## config.mk

```make
export PLATFORM = sky130hd
export DESIGN_NAME = decoder_2x4_seq
export DESIGN_NICKNAME = d
export VERILOG_FILES = /design/src/rtl/decoder_pkg.sv /design/src/rtl/decoder_2x4_seq_fifo.sv /design/src/rtl/decoder_2x4_seq.sv
export SDC_FILE = /design/constraint.sdc
export NUM_CORES = 1
export LEC_CHECK = 0
export ABC_CLOCK_PERIOD_IN_PS = 2800
export CORE_UTILIZATION = 52
export DETAILED_ROUTE_END_ITERATION = 8
export HOLD_SLACK_MARGIN = 0.06
export PLACE_DENSITY = 0.76
export SETUP_SLACK_MARGIN = 0.2
export SLEW_MARGIN = 20
export SYNTH_ARGS = -nofsm -noshare
export SYNTH_HDL_FRONTEND = slang
export SYNTH_HIERARCHICAL = 1
export SYNTH_SLANG_ARGS = --single-unit
```

## constraint.sdc

```tcl
create_clock -name clk -period 2.8 [get_ports clk]
set_input_delay 0.56 -clock clk [delete_from_list [all_inputs] [get_ports clk]]
set_output_delay 0.56 -clock clk [all_outputs]
set_load 0.005 [all_outputs]
```

## src/rtl/decoder_pkg.sv

```systemverilog
// Shared types and helpers for the sequenced 2-to-4 decoder.
// Hold counter width and the one-hot helper live here so sub-blocks agree on them.
package decoder_pkg;

   localparam int unsigned CNT_W  = 8;
   localparam int unsigned OH_MAX = 2 ** CNT_W;

   typedef enum logic [0:0] {
      StIdle = 1'b0,
      StHold = 1'b1
   } state_t;

   // Widest possible one-hot word; callers truncate to their own output width.
   function automatic logic [OH_MAX-1:0] onehot(input logic [CNT_W-1:0] code);
      logic [OH_MAX-1:0] word;
      word       = '0;
      word[code] = 1'b1;
      return word;
   endfunction

endpackage

```

## src/rtl/decoder_2x4_seq_fifo.sv

```systemverilog
// Two-entry synchronous FIFO with 1-bit wrapping pointers and a 2-bit occupancy count.
// Pushes while full and pops while empty are ignored; there is no bypass path.
module sync_fifo2 #(
   parameter int unsigned WIDTH = 2
) (
   input  logic             clk,
   input  logic             rst,
   input  logic             push,
   input  logic [WIDTH-1:0] din,
   input  logic             pop,
   output logic [WIDTH-1:0] dout,
   output logic             full,
   output logic             empty
);

   logic [WIDTH-1:0] mem_q [2];
   logic             wptr_q;
   logic             rptr_q;
   logic [1:0]       count_q;
   logic             do_push;
   logic             do_pop;

   assign full    = (count_q == 2'd2);
   assign empty   = (count_q == 2'd0);
   assign do_push = push && !full;
   assign do_pop  = pop && !empty;
   assign dout    = mem_q[rptr_q];

   always_ff @(posedge clk) begin
      if (rst) begin
         wptr_q  <= 1'b0;
         rptr_q  <= 1'b0;
         count_q <= 2'd0;
      end else begin
         if (do_push) begin
            mem_q[wptr_q] <= din;
            wptr_q        <= ~wptr_q;
         end
         if (do_pop) begin
            rptr_q <= ~rptr_q;
         end
         case ({do_push, do_pop})
            2'b10:   count_q <= count_q + 2'd1;
            2'b01:   count_q <= count_q - 2'd1;
            default: count_q <= count_q;
         endcase
      end
   end

endmodule

```

## src/rtl/decoder_2x4_seq.sv

```systemverilog
// Sequenced decoder: buffers codes in a 2-entry FIFO and presents each as a one-hot
// word on dout for exactly HOLD cycles, back-to-back while codes are available.
module decoder_2x4_seq
   import decoder_pkg::*;
#(
   parameter int unsigned N_SEL = 2,
   parameter int unsigned HOLD  = 3
) (
   input  logic                  clk,
   input  logic                  rst,
   input  logic                  en,
   input  logic                  in_valid,
   output logic                  in_ready,
   input  logic [N_SEL-1:0]      din,
   output logic [2**N_SEL-1:0]   dout,
   output logic                  dout_valid,
   output logic                  busy
);

   localparam int unsigned OUT_W = 2 ** N_SEL;
   localparam logic [CNT_W-1:0] HOLD_RELOAD = CNT_W'(HOLD - 1);

   if (HOLD < 1 || HOLD > 255) begin : g_bad_hold
      $error("decoder_2x4_seq: HOLD must be in 1..255");
   end
   if (N_SEL < 1 || N_SEL > CNT_W) begin : g_bad_nsel
      $error("decoder_2x4_seq: N_SEL must be in 1..8");
   end

   state_t             state_q, state_d;
   logic [CNT_W-1:0]   cnt_q, cnt_d;
   logic [OUT_W-1:0]   dout_q, dout_d;
   logic               valid_q, valid_d;
   logic [N_SEL-1:0]   head;
   logic               full;
   logic               empty;
   logic               pop;
   logic               load;

   sync_fifo2 #(
      .WIDTH (N_SEL)
   ) u_fifo (
      .clk   (clk),
      .rst   (rst),
      .push  (in_valid && in_ready),
      .din   (din),
      .pop   (pop),
      .dout  (head),
      .full  (full),
      .empty (empty)
   );

   always_comb begin
      state_d = state_q;
      cnt_d   = cnt_q;
      dout_d  = dout_q;
      valid_d = valid_q;
      load    = 1'b0;
      case (state_q)
         StIdle: begin
            if (en && !empty) begin
               load = 1'b1;
            end else begin
               dout_d  = '0;
               valid_d = 1'b0;
            end
         end
         StHold: begin
            // Disabling aborts the current word; the buffer is left untouched.
            if (!en) begin
               state_d = StIdle;
               dout_d  = '0;
               valid_d = 1'b0;
            end else if (cnt_q != '0) begin
               cnt_d = cnt_q - 1'b1;
            end else if (!empty) begin
               load = 1'b1;
            end else begin
               state_d = StIdle;
               dout_d  = '0;
               valid_d = 1'b0;
            end
         end
         default: begin
            state_d = StIdle;
            dout_d  = '0;
            valid_d = 1'b0;
         end
      endcase
      if (load) begin
         state_d = StHold;
         cnt_d   = HOLD_RELOAD;
         dout_d  = OUT_W'(onehot(CNT_W'(head)));
         valid_d = 1'b1;
      end
   end

   assign pop = load;

   always_ff @(posedge clk) begin
      if (rst) begin
         state_q <= StIdle;
         cnt_q   <= '0;
         dout_q  <= '0;
         valid_q <= 1'b0;
      end else begin
         state_q <= state_d;
         cnt_q   <= cnt_d;
         dout_q  <= dout_d;
         valid_q <= valid_d;
      end
   end

   assign in_ready   = !full;
   assign dout       = dout_q;
   assign dout_valid = valid_q;
   assign busy       = (state_q == StHold) || !empty;

endmodule
```

### Word-level counts from Yosys, hierarchy flattened

Memories as Yosys holds them, arrays and structs flattened. A register that Yosys moved wholly into a read port is not among the register bits.
Cells that the tools add are included.

| operators by class | value |
|---|---|
| add/sub/neg operators | 3 |
| multiply operators | 0 |
| eq/ne operators | 6 |
| bitwise logic cells | 3 |
| divide/modulo/power cells | 0 |
| muxes and demuxes | 33 |
| magnitude comparators | 2 |
| reduce and logical (&&, ||, !) cells | 18 |
| shifts and indexed selects | 0 |

Operators with widths:

| kind | count |
|---|---|
| $mux W4 | 5 |
| $mux W1 | 19 |
| $lt A2 B9 Y1 const B | 1 |
| $reduce_and A3 Y1 | 3 |
| $mux W2 | 4 |
| $pmux W4 S2 | 1 |
| $reduce_bool A2 Y1 | 4 |
| $reduce_bool A8 Y1 | 1 |
| $sub A8 B1 Y8 const B | 1 |
| $logic_and A1 B1 Y1 | 5 |
| $eq A2 B2 Y1 const B | 2 |
| $ne A4 B2 Y1 const B | 1 |
| $ne A4 B3 Y1 const B | 1 |
| $pmux W1 S2 | 2 |
| $pmux W2 S2 | 1 |
| $ne A3 B2 Y1 const B | 1 |
| $not A1 Y1 | 3 |
| $add A2 B1 Y2 const B | 1 |
| $demux W1 S2 | 1 |
| $eq A2 B1 Y1 const B | 1 |
| $ge A2 B1 Y1 const B | 1 |
| $logic_not A1 Y1 | 2 |
| $logic_not A2 Y1 | 1 |
| $reduce_or A2 Y1 | 1 |
| 2 further kinds | 2 |

| word-level totals | value |
|---|---|
| memory bits (read-only) | 0 |
| output and inout bits | 7 |
| latch bits | 0 |
| RAM bits | 4 |
| bits of input ports | 6 |
| register bits after elaboration | 18 |
| memories | 1 |
| word-level logic and storage cells | 74 |

Memory list:

| memory | depth | bits a word | rd ports | clocked after Yosys merged registers in | wr ports | line | source |
|---|---|---|---|---|---|---|---|
| u_fifo.mem_q | 2 | 2 | 1 | 1 | 1 | decoder_2x4_seq_fifo.sv:16 | `logic [WIDTH-1:0] mem_q [2];` |

### Logic depth before layout (Yosys ltp)

Gate-level depths: netlist (run 1).

| logic depth | value |
|---|---|
| word-level depth | 8 |
| gate-level depth with buffers | 10 |
| mapped depth without buffers | 10 |

### By module

The synthesis (run 1) kept the hierarchy.

Modules (own cells, without submodules):

| module | cells an instance | area each (µm²) | times used | sequential area each (µm²) |
|---|---|---|---|---|
| decoder_2x4_seq | 72 | 665.6 | 1 | 280.3 |
| sync_fifo2 | 31 | 365.4 | 1 | 220.2 |

### Worst setup path after synthesis (run 1)

OpenSTA, ideal clock, no wires.

| timing | value |
|---|---|
| kind | register to register |
| start | register cnt_q[0] |
| end | register u_fifo.count_q[1] |
| setup time | 70 ps |
| cell stages (with the launch flop) | 10 |
| data arrival time | 2081 ps |
| data required time | 2730 ps |
| clock period less this slack | 2150 ps |
| buffers on the path | 0 |
| path slack | 650 ps |
| cell sequence | dfxtp_1 inv_1 ha_1 nor3b_1 a21boi_1 nor2_2 o21a_1 ha_1 or3_1 a21oi_1 |

| on the way | value |
|---|---|
| word-level cells in the longest chain between the ends | 7 |
| elaborated cells between the ends (all ways) | 9 |
| classes of those cells | eq/ne: 2; mux: 4; reduce/logical: 3 |

Ends and longest elaborated chain:

| item | line | source |
|---|---|---|
| start, declared | decoder_2x4_seq.sv:31 | `logic [CNT_W-1:0] cnt_q, cnt_d;` |
| start signal, assigned | decoder_2x4_seq.sv:108 | `cnt_q <= cnt_d;` |
| $reduce_bool A8 Y1 * | decoder_2x4_seq.sv:74 | `end else if (cnt_q != '0) begin` |
| $mux W1 * | decoder_2x4_seq.sv:74 |  |
| $mux W1 * | decoder_2x4_seq.sv:70 | `if (!en) begin` |
| $pmux W1 S2 * | decoder_2x4_seq.sv:59 | `case (state_q)` |
| net load | decoder_2x4_seq.sv:38 | `logic load;` |
| $logic_and A1 B1 Y1 * | decoder_2x4_seq_fifo.sv:26 | `assign do_pop = pop && !empty;` |
| net u_fifo.do_pop | decoder_2x4_seq_fifo.sv:21 | `logic do_pop;` |
| $eq A2 B1 Y1 / $eq A2 B2 Y1 (equally long branches) | decoder_2x4_seq_fifo.sv:42 | `case ({do_push, do_pop})` |
| $pmux W2 S2 / $reduce_bool A2 Y1 (equally long branches) | -- |  |
| end signal, assigned | decoder_2x4_seq_fifo.sv:43 | `2'b10: count_q <= count_q + 2'd1;` |
| end signal, assigned | decoder_2x4_seq_fifo.sv:44 | `2'b01: count_q <= count_q - 2'd1;` |
| end signal, assigned | decoder_2x4_seq_fifo.sv:45 | `default: count_q <= count_q;` |
| end, declared | decoder_2x4_seq_fifo.sv:19 | `logic [1:0] count_q;` |

Mark *: on every way through the listed nets, which the timed path passes. The rest lies on a longest branch.
A chain may end at the register's enable or synchronous reset.

### Final worst setup path (run 1)

Ends and elaborated chain as after synthesis.

==> reports/metrics.cfg, run 1 <==
[status]
status=completed

[route]
first_iter_violations=16
num_vias=797
wl_per_cell_um=13.7
first_pass_iters=4
drc=0
viasPerCell=5.53
wirelength_um=1970
drtAntennaViolNets=0

[synthesis]
syn_inst=103
synth_area_leaders=dfxtp_1 (37%), edfxtp_1 (12%), a21oi_1 (4.4%), ha_1 (3.6%), xnor2_1 (3.4%)
seq_area_frac_synth_pct=48.5
syn_area_um2=1030
synth-main-ff-cell=dfxtp_1
postSynthAreaPerCell_um2=10.0
synth_cell_types=34
async_reset_ff_share_pct=0
synth_edf_count=4
synth-seq-cells=23
syn-num-nets=112
synth_top_area_share_pct=36.9
synth_largest_area_cell=dfxtp_1
yosysWarnings=6

[cells_and_area]
final_common_cell=dfxtp_1
n_antenna_cell=0
final_cells=144
nFillCells=142
drive_above_1_share_pct=10.1
final_cell_mix=dfxtp_1 (19), clkdlybuf4s50_1 (12), a21oi_1 (9), nor2_1 (9), inv_1 (6)
post-route-cell-area_um2=1210
nets=129
area_delta_synth_final_pct=17.5

[timing]
tns_ns=0
setup_viol=0
hold_viol=0
period_needed_ns=2.35
fin_crit_sh_pct=84.0
slew_viol_final=0
rsz0062_at_grt=false
worstMarginPinSlew_ns=0.510
skew_ns=0.00269
fmax_ghz=0.425
slew_headroom_pct=65.9

[worst_setup_path]
rrSetupSlack_ns=0.45
cp_max_fo=6
cp-start-kind=register
required_ns=3.04
arrival_ns=2.59
crit_type=reg -> reg
cp-end-kind=register

[die]
rows=15
io_pins=13
start_util_pct=57.8
dieHeight_um=46.5
fp.coreArea_um2=1780
dieArea_um2=2160
die_w_um=46.5

[global_route]
grt_max_degree=15
track_usage_pct=21.5
grt.overflow.total=0
antenna_found_initial=0
grt_first_pass_wirelength_um=3230
grt_pass1_vias=795

[placement]
port_buffers=12
dpl.hpwl_um=1490
gp_congestion=0.784
post_dp_cell_area_um2=1180
placed_cells=140

[power_and_ir_drop]
power_leakage_nw=0.431
p_int_w=0.000574
power_frac_seq_pct=49.4
power.share.combinational_pct=32.9
pwr-share-clk_pct=17.7
irDropWorstVdd_v=0.000404
power_switching_share_pct=32.0
power_switching_w=0.000270
power_density_nw_per_um2=697

[clock_network]
cts_sinks=23
cts_tree=yes
cts.hold.buffers_added=0
clk_latency_ns=0.30
clk_pin_slew_ns=0.12
cts_buffers=3
postCtsSetupRepairBufs=0
clockRootBuffer=clkbuf_4
h-tree-depth=1
clockBufferDepth=2

[min_path]
worstHoldPathType=reg -> reg

[job]
cap_violations=0

## logic make-up (layout without fill, tap and decap cells)
logic type	count (synthesis)	count (layout)	synth area share [%]
compound gates	27	27	17.8
xor+xnor	5	5	4.25
flops	23	23	48.5
mux	2	2	2.18
fa+ha+maj	3	3	3.64
simple gates	36	36	20.3
buf+inv	7	23	3.28
## cells in the mapped netlist, types with 2 or more instances
master	count
a21oi_1	9
a22o_1	2
a32o_1	3
dfxtp_1	19
edfxtp_1	4
ha_1	3
inv_1	6
mux2_2	2
nand2_1	2
nand2b_1	3
nor2_1	9
nor2_2	2
nor2b_1	3
nor3_1	3
nor3b_1	2
o21ai_0	5
o41ai_1	2
or3_1	5
xnor2_1	4
## final timing paths
kind	startpoint	cells past startpoint	endpoint
setup / recovery	cnt_q[0]$_SDFFE_PP0P_	9	u_fifo/count_q[1]$_SDFFE_PP0P_
hold / removal	dout[3]$_SDFFE_PP0P_	1	dout[3]$_SDFFE_PP0P_
setup reg to reg	cnt_q[0]$_SDFFE_PP0P_	9	u_fifo/count_q[1]$_SDFFE_PP0P_
hold reg to reg	dout[3]$_SDFFE_PP0P_	1	dout[3]$_SDFFE_PP0P_
## critical path, stage by stage (launching register included)
cell,delay (ns)
dfxtp_1,0.36
inv_1,0.11
ha_1,0.16
nor3b_2,0.28
a21boi_1,0.16
nor2_2,0.25
o21a_1,0.21
ha_1,0.26
or3_1,0.35
a21oi_1,0.14
## registers in the layout, summed over array words and instances, names as in the netlist, named ones only
signal	count
cnt_q	8
dout	4
u_fifo/count_q	2
u_fifo/rptr_q	1
state_q	1
u_fifo/wptr_q	1
u_fifo/mem_q	4
dout_valid	1
## power by group through the flow
stage / clock network, W / registers [W] / logic, W
after detailed placement: 0 / 0.000423 / 0.000274
after global routing: 0.000167 / 0.000422 / 0.000311
after CTS: 0.000155 / 0.000416 / 0.000276
after floorplan: 0 / 0.000415 / 0.000184
final: 0.000149 / 0.000417 / 0.000277
after global placement: 0 / 0.000422 / 0.000262
## stage by stage
stage / utilization [%] / hold WS, ns / setup slack [ns] / power, W
3_5_place_dp: 66.1 / 0.466 / 0.293 / 0.000697
6_report: 67.9 / 0.491 / 0.447 / 0.000844
2_1_floorplan: - / 0.447 / 0.650 / 0.000599
3_3_place_gp: 66.1 / 0.466 / 0.391 / 0.000684
4_1_cts: 67.6 / 0.495 / 0.290 / 0.000847
5_1_grt: 67.9 / 0.531 / 0.294 / 0.000900
## area by class of cell
class | count | area, um^2 | share of cell area (%)
clock buffer | 3 | 22.5 | 1.86
clock inverter | 1 | 5.00 | 0.413
inverter | 6 | 22.5 | 1.86
multi-input combinational | 73 | 502 | 41.4
sequential | 23 | 500 | 41.3
tap | 25 | 31.3 | 2.58
timing repair buffer | 13 | 128 | 10.5
## routing by layer
metal  share of wire (%)  up-vias  GRT usage, %  wire (um)
li1                    -      406             -          -
met3                 3.9        4          3.53         77
met1                  50      370          27.8        979
met5                   0        -             0          0
met2                  45       17          33.1        893
met4                 1.2        0          12.9         23
## repair_timing
| action | CTS | global route |
|---|---|---|
| setup endpoints to repair | 0 | 1 |
| endpoints found under the hold margin | 0 | 0 |
| gates resized for setup | 0 | 1 |
No activity file was read; power rests on OpenSTA's default activity.
==> run 2: changes to the inputs <==
--- a/config.mk
+++ b/config.mk
@@ -5,7 +5,7 @@
 export SDC_FILE = /design/constraint.sdc
 export NUM_CORES = 1
 export LEC_CHECK = 0
-export ABC_CLOCK_PERIOD_IN_PS = 2800
+export ABC_CLOCK_PERIOD_IN_PS = 2500
 export CORE_UTILIZATION = 52
 export DETAILED_ROUTE_END_ITERATION = 8
 export HOLD_SLACK_MARGIN = 0.06
==> constraint.sdc (replaced) <==
create_clock -name clk -period 2.5 [get_ports clk]
set_input_delay 0.5 -clock clk [delete_from_list [all_inputs] [get_ports clk]]
set_output_delay 0.5 -clock clk [all_outputs]
set_load 0.005 [all_outputs]
==> reports/metrics.cfg, run 2 (same netlist as run 1, synthesis figures left out) <==
[cells_and_area]
nets=130  ; +0.78%
drive_above_1_share_pct=10.8  ; +0.75 points
final_cell_mix=dfxtp_1 (19), clkdlybuf4s50_1 (12), a21oi_1 (9), nor2_1 (9), inv_1 (6)
largest_reg_flops=8  ; unchanged
nFillCells=149  ; +4.9%
regMostFlops=cnt_q
final_common_cell=dfxtp_1
n_antenna_cell=0  ; unchanged
area_delta_synth_final_pct=19.1

[worst_setup_path]
cpMaxStageDelayCell=dfxtp_1
timing.rr.end=u_fifo/count_q[1]$_SDFFE_PP0P_
arrival_ns=2.37  ; -0.22 ns
crit_type=reg -> reg
path_buf_inv=1  ; unchanged
r2r_start=cnt_q[0]$_SDFFE_PP0P_
critPathTopFamily=simple AND/OR/NAND/NOR gates
required_ns=2.73  ; -0.31 ns
cp-start-kind=register
cp-end-kind=register
cp_max_fo=4  ; -2
r2r_cells=9  ; unchanged
crit_top_cell=ha_1
max_stage_delay_ns=0.41  ; +0.05 ns
crit_chain=inv_1 > ha_1 > nor3b_4 > a21boi_2 > nor2_2 > o21a_1 > ha_1 > or3_1 > a21oi_1
rrSetupSlack_ns=0.36  ; -0.09 ns

[min_path]
worstHoldPathType=reg -> reg
whs_path_depth=1  ; unchanged
min_to=dout[2]$_SDFFE_PP0P_
worstHoldStart=dout[2]$_SDFFE_PP0P_

[global_route]
grt_pass1_vias=722  ; -9.2%
track_usage_pct=19.8  ; -1.7 points
grt.overflow.total=0  ; unchanged
grt_first_pass_wirelength_um=3020  ; -6.6%
grt_max_degree=15  ; unchanged
antenna_found_initial=0  ; unchanged

[timing]
slew_viol_final=0  ; unchanged
worstMarginPinSlew_ns=0.524  ; +0.0134 ns
fmax_ghz=0.467  ; +10%
fin_crit_sh_pct=85.6  ; +1.5 points
skew_ns=0.00310  ; +0.000415 ns
slew_headroom_pct=65.0  ; -0.90 points
hold_viol=0  ; unchanged
period_needed_ns=2.14  ; -0.214 ns
tns_ns=0  ; unchanged
setup_viol=0  ; unchanged
rsz0062_at_grt=false
setup_ws_ns=0.361  ; -0.0861 ns

[clock_network]
cts_buffers=3  ; unchanged
cts.hold.buffers_added=0  ; unchanged
clk_pin_slew_ns=0.12  ; about the same
cts_sinks=23  ; unchanged
postCtsSetupRepairBufs=0  ; unchanged
cts_tree=yes
clockBufferDepth=2  ; unchanged
h-tree-depth=1  ; unchanged
clockRootBuffer=clkbuf_4
clk_latency_ns=0.30  ; about the same

[power_and_ir_drop]
irDropWorstVdd_v=0.000563  ; +39%
power_density_nw_per_um2=774  ; +11%
power_leakage_nw=0.437  ; +1.4%

[die]
io_pins=13  ; unchanged
start_util_pct=57.8  ; unchanged
rows=15  ; unchanged
fp.coreArea_um2=1780  ; unchanged
dieHeight_um=46.5  ; unchanged
die_w_um=46.5  ; unchanged
dieArea_um2=2160  ; unchanged

[route]
viasPerCell=5.49  ; -0.81%
drtAntennaViolNets=0  ; unchanged
first_iter_violations=8  ; -8
drc=0  ; unchanged
wirelength_um=1830  ; -7.2%
wl_per_cell_um=12.6  ; -7.9%
first_pass_iters=4  ; unchanged
num_vias=796  ; -0.13%

[placement]
gp_congestion=0.801  ; +2.2%
port_buffers=12  ; unchanged
dpl.hpwl_um=1390  ; -6.3%
place_ws_ns=0.174  ; -0.119 ns

[job]
cap_violations=0  ; unchanged

[status]
status=completed

-- run 2: final cells by class --
cell class | instances | area [um^2] | share of cell area [%]
inverters | 6 | 22.5 | 1.83
multi-input cells | 73 | 512 | 41.7
repair buffers | 14 | 135 | 11.0
flip-flops and latches | 23 | 500 | 40.8
well taps | 25 | 31.3 | 2.55
clock buffers | 4 | 26.3 | 2.14
-- run 2: per-layer routing --
metal	track usage, %	share of wire, %	up-vias
met5	0	0	-
met4	8.82	0.76	0
met3	3.53	2.7	2
met2	30.3	46	13
met1	26.8	50	375
li1	-	-	406
-- run 2: worst reg2reg max path, stage by stage (launching register included) --
cell	delay (ns)
dfxtp_1	0.41
inv_1	0.09
ha_1	0.19
nor3b_4	0.16
a21boi_2	0.20
nor2_2	0.06
o21a_1	0.13
ha_1	0.31
or3_1	0.36
a21oi_1	0.16
-- run 2: stage by stage --
step                      std cells  instance area, um^2  hold slack [ns]  power (W)  util, %
after CTS                       145                 1220            0.494   0.000951     68.3
after global placement          141                 1190            0.449   0.000774     66.5
after global routing            145                 1230            0.514    0.00101     68.8
final                           145                 1230            0.485   0.000950     68.8
after floorplan                 103                 1030            0.447   0.000671        -
after detailed placement        141                 1190            0.466   0.000786     66.5
-- run 2: how the worst max path moves through the flow --
stage,start,cells after the start,endpoint
after floorplan,cnt_q[0]$_SDFFE_PP0P_,9,u_fifo/count_q[1]$_SDFFE_PP0P_
after global placement,en,7,u_fifo/count_q[1]$_SDFFE_PP0P_
after detailed placement,en,7,u_fifo/count_q[1]$_SDFFE_PP0P_
after CTS,cnt_q[0]$_SDFFE_PP0P_,9,u_fifo/count_q[1]$_SDFFE_PP0P_
after global routing,cnt_q[0]$_SDFFE_PP0P_,9,u_fifo/count_q[1]$_SDFFE_PP0P_
final,cnt_q[0]$_SDFFE_PP0P_,9,u_fifo/count_q[1]$_SDFFE_PP0P_
-- run 2: where the power goes --
part | switching, W | total, W | internal, W | leakage (nW)
Sequential | 0.0000405 | 0.000467 | 0.000426 | 0.191
Combinational | 0.000151 | 0.000319 | 0.000167 | 0.231
Clock | 0.000102 | 0.000164 | 0.0000621 | 0.0150
Total | 0.000294 | 0.000950 | 0.000656 | 0.437
-- run 2: what timing repair did --
action | 4_1_cts | 5_1_grt
gates resized for setup | 1 | 2
endpoints found under the hold margin | 0 | 0
setup endpoints to repair | 1 | 1
